--- src/rtl/tdm_demux4.sv ---
// Receive-side 4:1 TDM demultiplexer: locks to frame_sync, fills shadow slots,
// and commits complete frames to a..d. Optional resync checking: SYNC_CHECK_EN.
module tdm_demux4 #(
  parameter int WIDTH = 1
) (
  input  logic             clk,
  input  logic             rst,
  input  logic [WIDTH-1:0] din,
  input  logic             din_valid,
  input  logic             frame_sync,
  output logic [WIDTH-1:0] a,
  output logic [WIDTH-1:0] b,
  output logic [WIDTH-1:0] c,
  output logic [WIDTH-1:0] d,
  output logic             frame_valid,
  output logic             s1,
  output logic             s0,
  output logic             locked,
  output logic             sync_err
);

  // Input handshake: din/frame_sync are sampled only on cycles where
  // din_valid is high (a beat); there is no back-pressure, every beat is taken.

  typedef enum logic {
    HUNT   = 1'b0,
    LOCKED = 1'b1
  } state_t;

  state_t           state_q, state_d;
  logic [1:0]       slot_q, slot_d;
  logic [WIDTH-1:0] sh_a_q, sh_a_d;
  logic [WIDTH-1:0] sh_b_q, sh_b_d;
  logic [WIDTH-1:0] sh_c_q, sh_c_d;
  logic [WIDTH-1:0] a_q, a_d;
  logic [WIDTH-1:0] b_q, b_d;
  logic [WIDTH-1:0] c_q, c_d;
  logic [WIDTH-1:0] d_q, d_d;
  logic             frame_valid_q, frame_valid_d;
  logic             sync_err_q, sync_err_d;
  logic             resync;

  // A sync beat away from slot 0 restarts the frame instead of filling a slot.
  always_comb begin
`ifdef SYNC_CHECK_EN
    resync = frame_sync && (slot_q != 2'd0);
`else
    resync = 1'b0;
`endif
  end

  always_comb begin
    state_d       = state_q;
    slot_d        = slot_q;
    sh_a_d        = sh_a_q;
    sh_b_d        = sh_b_q;
    sh_c_d        = sh_c_q;
    a_d           = a_q;
    b_d           = b_q;
    c_d           = c_q;
    d_d           = d_q;
    frame_valid_d = 1'b0;
    sync_err_d    = 1'b0;

    case (state_q)
      HUNT: begin
        if (din_valid && frame_sync) begin
          sh_a_d  = din;
          slot_d  = 2'd1;
          state_d = LOCKED;
        end
      end
      LOCKED: begin
        if (din_valid) begin
          if (resync) begin
            sync_err_d = 1'b1;
            sh_a_d     = din;
            slot_d     = 2'd1;
          end else begin
            case (slot_q)
              2'd0: sh_a_d = din;
              2'd1: sh_b_d = din;
              2'd2: sh_c_d = din;
              default: begin
                // Slot 3 completes the frame; its word goes straight to d.
                a_d           = sh_a_q;
                b_d           = sh_b_q;
                c_d           = sh_c_q;
                d_d           = din;
                frame_valid_d = 1'b1;
              end
            endcase
            slot_d = slot_q + 2'd1;
          end
        end
      end
      default: state_d = HUNT;
    endcase
  end

  always_ff @(posedge clk) begin
    if (rst) begin
      state_q       <= HUNT;
      slot_q        <= 2'd0;
      sh_a_q        <= '0;
      sh_b_q        <= '0;
      sh_c_q        <= '0;
      a_q           <= '0;
      b_q           <= '0;
      c_q           <= '0;
      d_q           <= '0;
      frame_valid_q <= 1'b0;
      sync_err_q    <= 1'b0;
    end else begin
      state_q       <= state_d;
      slot_q        <= slot_d;
      sh_a_q        <= sh_a_d;
      sh_b_q        <= sh_b_d;
      sh_c_q        <= sh_c_d;
      a_q           <= a_d;
      b_q           <= b_d;
      c_q           <= c_d;
      d_q           <= d_d;
      frame_valid_q <= frame_valid_d;
      sync_err_q    <= sync_err_d;
    end
  end

  assign a           = a_q;
  assign b           = b_q;
  assign c           = c_q;
  assign d           = d_q;
  assign frame_valid = frame_valid_q;
  assign s1          = slot_q[1];
  assign s0          = slot_q[0];
  assign locked      = (state_q == LOCKED);
  assign sync_err    = sync_err_q;

endmodule

--- config.mk ---
export PLATFORM = sky130hd
export DESIGN_NAME = tdm_demux4
export DESIGN_NICKNAME = d
export VERILOG_FILES = /design/src/rtl/tdm_demux4.sv
export SDC_FILE = /design/constraint.sdc
export NUM_CORES = 1
export LEC_CHECK = 0
export ABC_CLOCK_PERIOD_IN_PS = 1300
export BUFFER_PORTS_ARGS = -buffer_cell sky130_fd_sc_hd__buf_2
export CAP_MARGIN = 20
export CORE_AREA = 2 2 39 41
export CTS_BUF_LIST = sky130_fd_sc_hd__clkbuf_16
export DETAILED_ROUTE_END_ITERATION = 10
export DIE_AREA = 0 0 41 43
export GPL_TIMING_DRIVEN = 1
export PLACE_DENSITY = 0.6
export SETUP_SLACK_MARGIN = 0.5
export SYNTH_ARGS = -nofsm -noshare
export SYNTH_HDL_FRONTEND = slang
export SYNTH_SLANG_ARGS = --single-unit
--- constraint.sdc ---
create_clock -name clk -period 1.3 [get_ports clk]
set_input_delay 0.065 -clock clk [delete_from_list [all_inputs] [get_ports clk]]
set_output_delay 0.065 -clock clk [all_outputs]
set_load 0.01 [all_outputs]
==> results of run 1 <==
registers in the layout, indices dropped and copies added, names as in the netlist:
signal	cells
slot_q	2
sh_b_q	1
c	1
sh_c_q	1
b	1
frame_valid	1
sh_a_q	1
locked	1
a	1
d	1
timing repair:
item | in CTS | in global routing
pin swaps | 1 | 2
gates resized for setup | 13 | 2
setup buffers | 9 | 0
hold buffers | 0 | 0
endpoints found under the hold margin | 0 | 0
gates cloned | 0 | 0
setup endpoints to repair | 13 | 14
stage by stage:
step	power [mW]	hold slack, ns
6_report	0.990	0.110
5_1_grt	1.03	0.137
4_1_cts	0.998	0.104
3_5_place_dp	0.424	0.348
3_3_place_gp	0.424	0.339
2_1_floorplan	0.411	0.203
report_power, final:
part | total, mW | internal (mW) | switching [mW]
registers | 0.352 | 0.344 | 0.00754
clock network | 0.537 | 0.402 | 0.135
logic | 0.101 | 0.0504 | 0.0510
routing by layer:
layer  vias to the layer above  global-route usage [%]
met1                       192                    17.8
met2                        11                    18.1
met5                         -                       0
met3                         2                    3.14
met4                         0                    8.00
li1                        209                       -
worst max-delay path: cells and delay by family (launching register included):
| kind | cells | cell delay (ns) |
|---|---|---|
| AND/OR/NAND/NOR | 1 | 0.14 |
| flip-flops | 1 | 0.37 |
| adder cells (fa/ha/maj) | 1 | 0.14 |
| multiplexers | 1 | 0.26 |
| AO/OA/AOI/OAI | 1 | 0.15 |
| buffers and inverters | 1 | 0.04 |
kinds of logic after synthesis:
group | after synthesis | synth area share (%)
AO/OA/AOI/OAI | 6 | 8.27
adder cells (fa/ha/maj) | 4 | 10.0
buffers and inverters | 6 | 7.02
flip-flops | 11 | 44.1
multiplexers | 7 | 15.0
other | 1 | 0.751
AND/OR/NAND/NOR | 16 | 14.8
layout by cell type, fill, tap and decap left out, drive strengths merged, types with 2 or more instances in the layout:
cell / instances
buf: 21
dfxtp: 11
nand3: 3
a21oi: 2
nor2: 9
ha: 4
clkbuf: 3
nand2: 2
inv: 3
mux2i: 6
worst paths after layout:
path | end | slack [ns] | cells past startpoint
setup / recovery | sh_a_q | 0.09 | 5
setup reg to reg | sh_a_q | 0.09 | 5
hold reg to reg | b | 0.48 | 2
hold / removal | locked | 0.11 | 3
cell type report:
type / instances / share of cell area, %
multi-input cells: 34 / 39.2
flip-flops and latches: 11 / 28.2
repair buffers: 21 / 18.9
clock buffers: 3 / 9.16
well taps: 16 / 2.44
inverters: 2 / 1.53
clock inverters: 1 / 0.458
==> impl_results.md, run 1 <==
- Fill cell count: roughly 120
- Startpoint Class: flop
- Htree depth: 1
- Async SR Flop Fraction: 0%
- Endpoints failing setup: 0
- Met1 wire length: between 400 and 500 um
- Final core utilization: 59.2%
- Top-area cell type share of the netlist area: between 40% and 50%
- F_max: slightly above 800 MHz
- Worst-path clk slew: about 0.040 ns
- Max Cap Viol: 0
- Clock latency on the worst-skew pair: 0.23 ns
- Syn. warnings: 0
- Seq cells post-synth: 11
- Status: finished clean
- Top FF cell, synth: dfxtp_1
- RSZ-0062 raised after global routing: yes
- Leakage: between 0.3 and 0.4 nW
- Unique masters post-synth: 20
- Final slew viol count: 0
- Critical path capture point type: flop
- Hold crit path type: input port to flop
- Area after DPL: between 500 and 600 um^2
- Final routed DRC violation total: 0
- Required time worst endpoint: 1.43 ns
- Drt via density: between 4 and 5
- Share of cells above drive strength 1: around 57%
- Crit Path Max Fanout: 4
- Critical R2R Launch: slot_q[1]
- Pre-CTS setup slack: roughly 0.084 ns
- Tcrit/Tclk final: slightly above 90%
- Syn_nets: 60
- TritonCTS clock tree: done
- Post-route cell area: approximately 800 um^2
- Sequential share of the synthesized area: between 40% and 50%
- Routed wl met3: roughly 36 um
- Hold path startpoint: frame_sync
- Initial antenna violation count: 0
- I/O pin count: 14
- CTS buffer count: 3
- Post-Syn Instances: 51
- Final setup TNS: 0 ns
- Initial Util: 36.1%
- Congestion Overflow GR: 0
- Height of the die: roughly 43 um
- Fin crit period: 1.21 ns
- Inst Count DP: 75
- Multi-input gate area: approximately 320 um^2
- Via count: between 400 and 500
- Synthesis-to-layout area growth: 64.2%
- Worst VDD drop: approximately 0.57 mV
- Diodes inserted: 0
- Die footprint: 1760 um^2
- Width of the die: 41 um
- Clock tree root driver cell: clkbuf_16
- Avg Cell Area, Syn: slightly below 10 um^2
- Crit path from: slot_q[1]
- Row count: 14
- Vias in the first global route: around 380
- Critical path data arrival time: approximately 1.3 ns
- Metal2 WL: ~470 um
- Slowest CP cell: dfxtp_4
- TritonCTS Sinks: 11
- Most common cell in the synthesized netlist: dfxtp_1
- DR iter-0 viols: 4
- Pwr/cell area: 1210 nW/um^2
- IO Port Bufs: 12
- WL final: approximately 980 um
- First-pass GRT wire length: about 1.6 mm
- Net count of the finished layout: a little over 80
- Synth area leaders: dfxtp_1 (44%), mux2i_1 (12%), ha_1 (10%)
- Cell area after synthesis: between 400 and 500 um^2
- Worst clock skew: around 0.0026 ns
- Area of the core: 1380 um^2
- Crit Path Category: flop to flop
- First-pass iteration count of the detailed router: 4
- Hold Fails Final Rpt: 0
- Drt wl/cell: 11.1 um
- Largest net degree at the start of global routing: 12
- Post-synth EDFFs: 0
- Dominant cell type by area after synthesis: dfxtp_1
- GRT Util Overall: 13.2%
- Remaining antenna violation count after routing: 0
- Final cell count without fillers: 88
- Uppermost layer routed: met4
- Most instantiated cells after synthesis: dfxtp_1 (11), nor2_1 (9), mux2i_1 (6)
- Register Area: about 230 um^2
- Setup slack after layout: between 0.08 and 0.09 ns
- Max stage delay on crit path: 0.37 ns
- Final GP Congestion: between 0.7 and 0.8
- Longest Clk Path Bufs: 2
- Crit-path cells: inv_4 -> ha_4 -> mux2_4 -> and3_4 -> o21ba_1
Power figures use the tool's default switching activity.
==> run 2: changes to the inputs <==
--- a/config.mk
+++ b/config.mk
@@ -9,3 +9,3 @@
 export BUFFER_PORTS_ARGS = -buffer_cell sky130_fd_sc_hd__buf_2
-export CAP_MARGIN = 20
+export CAP_MARGIN = 10
 export CORE_AREA = 2 2 39 41
@@ -17,2 +17,3 @@
 export SETUP_SLACK_MARGIN = 0.5
+export SLEW_MARGIN = 20
 export SYNTH_ARGS = -nofsm -noshare
==> constraint.sdc (replaced) <==
create_clock -name clk -period 1.3 [get_ports clk]
set_input_delay 0.13 -clock clk [delete_from_list [all_inputs] [get_ports clk]]
set_output_delay 0.13 -clock clk [all_outputs]
set_load 0.01 [all_outputs]
==> run 2 against run 1 <==
Compared with the run above:
- via count down 0.24%
- sequential cell count unchanged
- sequential power about the same
- first-iteration DRC count is the same
- global-route usage up 0.20 points
- setup slack worse by 0.00086 ns
- clock power barely moved
- wire length is 0.51% higher
- core utilization is 2.2 points higher
- cell area is 3.7% higher
- largest power group unchanged
- highest routed layer unchanged
==> impl_results.md, run 2 (synthesized netlist as in run 1, its figures left out) <==
- Met1 Resource Use GR: 18.1%
- GR Util met3: 3.14%
- Initial antenna violation count: 0
- Setup slack after layout: ~0.09 ns
- Final routed DRC violation total: 0
- Width of the die: 41 um
- Largest net degree at the start of global routing: 12
- Area of the core: 1380 um^2
- Vias in the first global route: between 300 and 400
- Critical path data arrival time: between 1 and 1.5 ns
- Global routing's busiest layer: met2
- Most common cell after layout, fill and taps aside: buf_6
- First-pass GRT wire length: between 1.5 and 2 mm
- Startpoint Class: flop
- CTS buffer count: 3
- Fill cell count: approximately 110
- Net count of the finished layout: between 80 and 90
- WHS Endpoint: locked
- Die footprint: 1760 um^2
- Hold path startpoint: frame_sync
- Most frequent cells in the layout: buf_6 (10), nor2_1 (9), mux2i_1 (6), buf_2 (6), buf_4 (5)
- Final slew viol count: 0
- Hold crit path type: input port to flop
- Multi-input gate area: roughly 320 um^2
- Worst clock skew: about 0.0025 ns
- Reg2reg setup slack: 0.09 ns
- Remaining antenna violation count after routing: 0
- Clock tree root driver cell: clkbuf_16
- Drt via density: 4.69
- Final core utilization: about 61%
- Required time worst endpoint: between 1 and 1.5 ns
- Crit Path Category: flop to flop
- Tcrit/Tclk final: between 90% and 100%
- Pwr Total: approximately 0.99 mW
- Via count: ~410
- Htree depth: 1
- Share of cells above drive strength 1: 62.5%
- Row count: 14
- Hold Fails Final Rpt: 0
- Critical path capture point type: flop
- Fin crit period: roughly 1.2 ns
- Drt wl/cell: roughly 11 um
- I/O pin count: 14
- Max Cap Viol: 0
- Leakage: between 0.4 and 0.5 nW
- Longest Clk Path Bufs: 2
- Path depth of the worst reg2reg path: 5
- First-pass iteration count of the detailed router: 2
- TritonCTS clock tree: done
- Register Area: 236 um^2
- Critical R2R Launch: slot_q[1]
- Worst VDD drop: 0.554 mV
- TritonCTS Sinks: 11
- Height of the die: between 40 and 50 um
- Final setup TNS: 0 ns
- Worst R2R End: sh_a_q
- Reg with most FFs: slot_q
- Status: finished clean
- Pwr/cell area: 1170 nW/um^2
- Crit path from: slot_q[1]
- WL final: 980 um
- F_max: slightly above 800 MHz
- IO Port Bufs: 12
- Clock latency on the worst-skew pair: about 0.23 ns
- Diodes inserted: 0
- Worst-path clk slew: 0.04 ns
- Final GP Congestion: 0.770
- Pre-CTS setup slack: ~0.084 ns
- Synthesis-to-layout area growth: 70.2%
- Hold Path Depth: 3
- M2 GR Usage: 18.4%
- DR iter-0 viols: 4
- Congestion Overflow GR: 0
- Max FFs per register: 2
- GRT Util Overall: a little over an eighth
- Crit Path Max Fanout: 4
- Initial Util: a little over a third
- Endpoints failing setup: 0
- Fin Hold WS: ~0.17 ns
- RSZ-0062 raised after global routing: yes
[run 2: cell types whose count changed in the layout (fill, tap and decap cells not counted)]
cell / before / now
buf_2: 10 / 6
dfxtp_1: 8 / 4
dfxtp_2: 0 / 4
buf_6: 6 / 10
[run 2: worst max-delay path by stage]
stage | end | slack (ns) | cells after the start
2_1_floorplan | sh_a_q | 0.1 | 5
3_3_place_gp | sh_a_q | 0.1 | 5
3_5_place_dp | sh_a_q | 0.08 | 5
4_1_cts | sh_a_q | 0.09 | 5
5_1_grt | sh_a_q | 0.07 | 5
6_report | sh_a_q | 0.09 | 5
[run 2: final cells by class]
cell class / instances / share of cell area (%)
clock buffers: 3 / 8.84
repair buffers: 21 / 21.2
multi-input cells: 34 / 37.8
inverters: 2 / 1.47
clock inverters: 1 / 0.442
flip-flops and latches: 11 / 27.8
well taps: 16 / 2.36
[run 2: metrics by stage]
stage | instance area (um^2) | instances
finish | 850 | 88
global route | 850 | 88
CTS | 820 | 88
detailed placement | 592 | 75
global placement | 592 | 75
floorplan | 539 | 51
[run 2: where the power goes]
| part | leakage (nW) | internal (mW) | switching (mW) | total, mW |
|---|---|---|---|---|
| Combinational | 0.265 | 0.0503 | 0.0507 | 0.101 |
| Clock | 0.0423 | 0.402 | 0.135 | 0.537 |
| Sequential | 0.0933 | 0.344 | 0.00757 | 0.352 |
| Total | 0.400 | 0.797 | 0.193 | 0.990 |
[run 2: repair_timing]
item | 4_1_cts | 5_1_grt
setup buffers | 9 | 0
gates resized for setup | 18 | 5
hold buffers | 0 | 0
pin swaps | 1 | 2
endpoints found under the setup margin | 17 | 18
[run 2: metal layers]
layer	vias to the layer above	wire length, um
met5	-	0
met4	0	10
met3	2	24
met2	8	491
met1	194	453
li1	209	-
[run 2: worst max-delay path, cell delays in order (launching register included)]
cell and delay (ns):
dfxtp_4 0.37, inv_4 0.04, ha_4 0.14, mux2_4 0.26, and3_4 0.14, o21ba_1 0.15
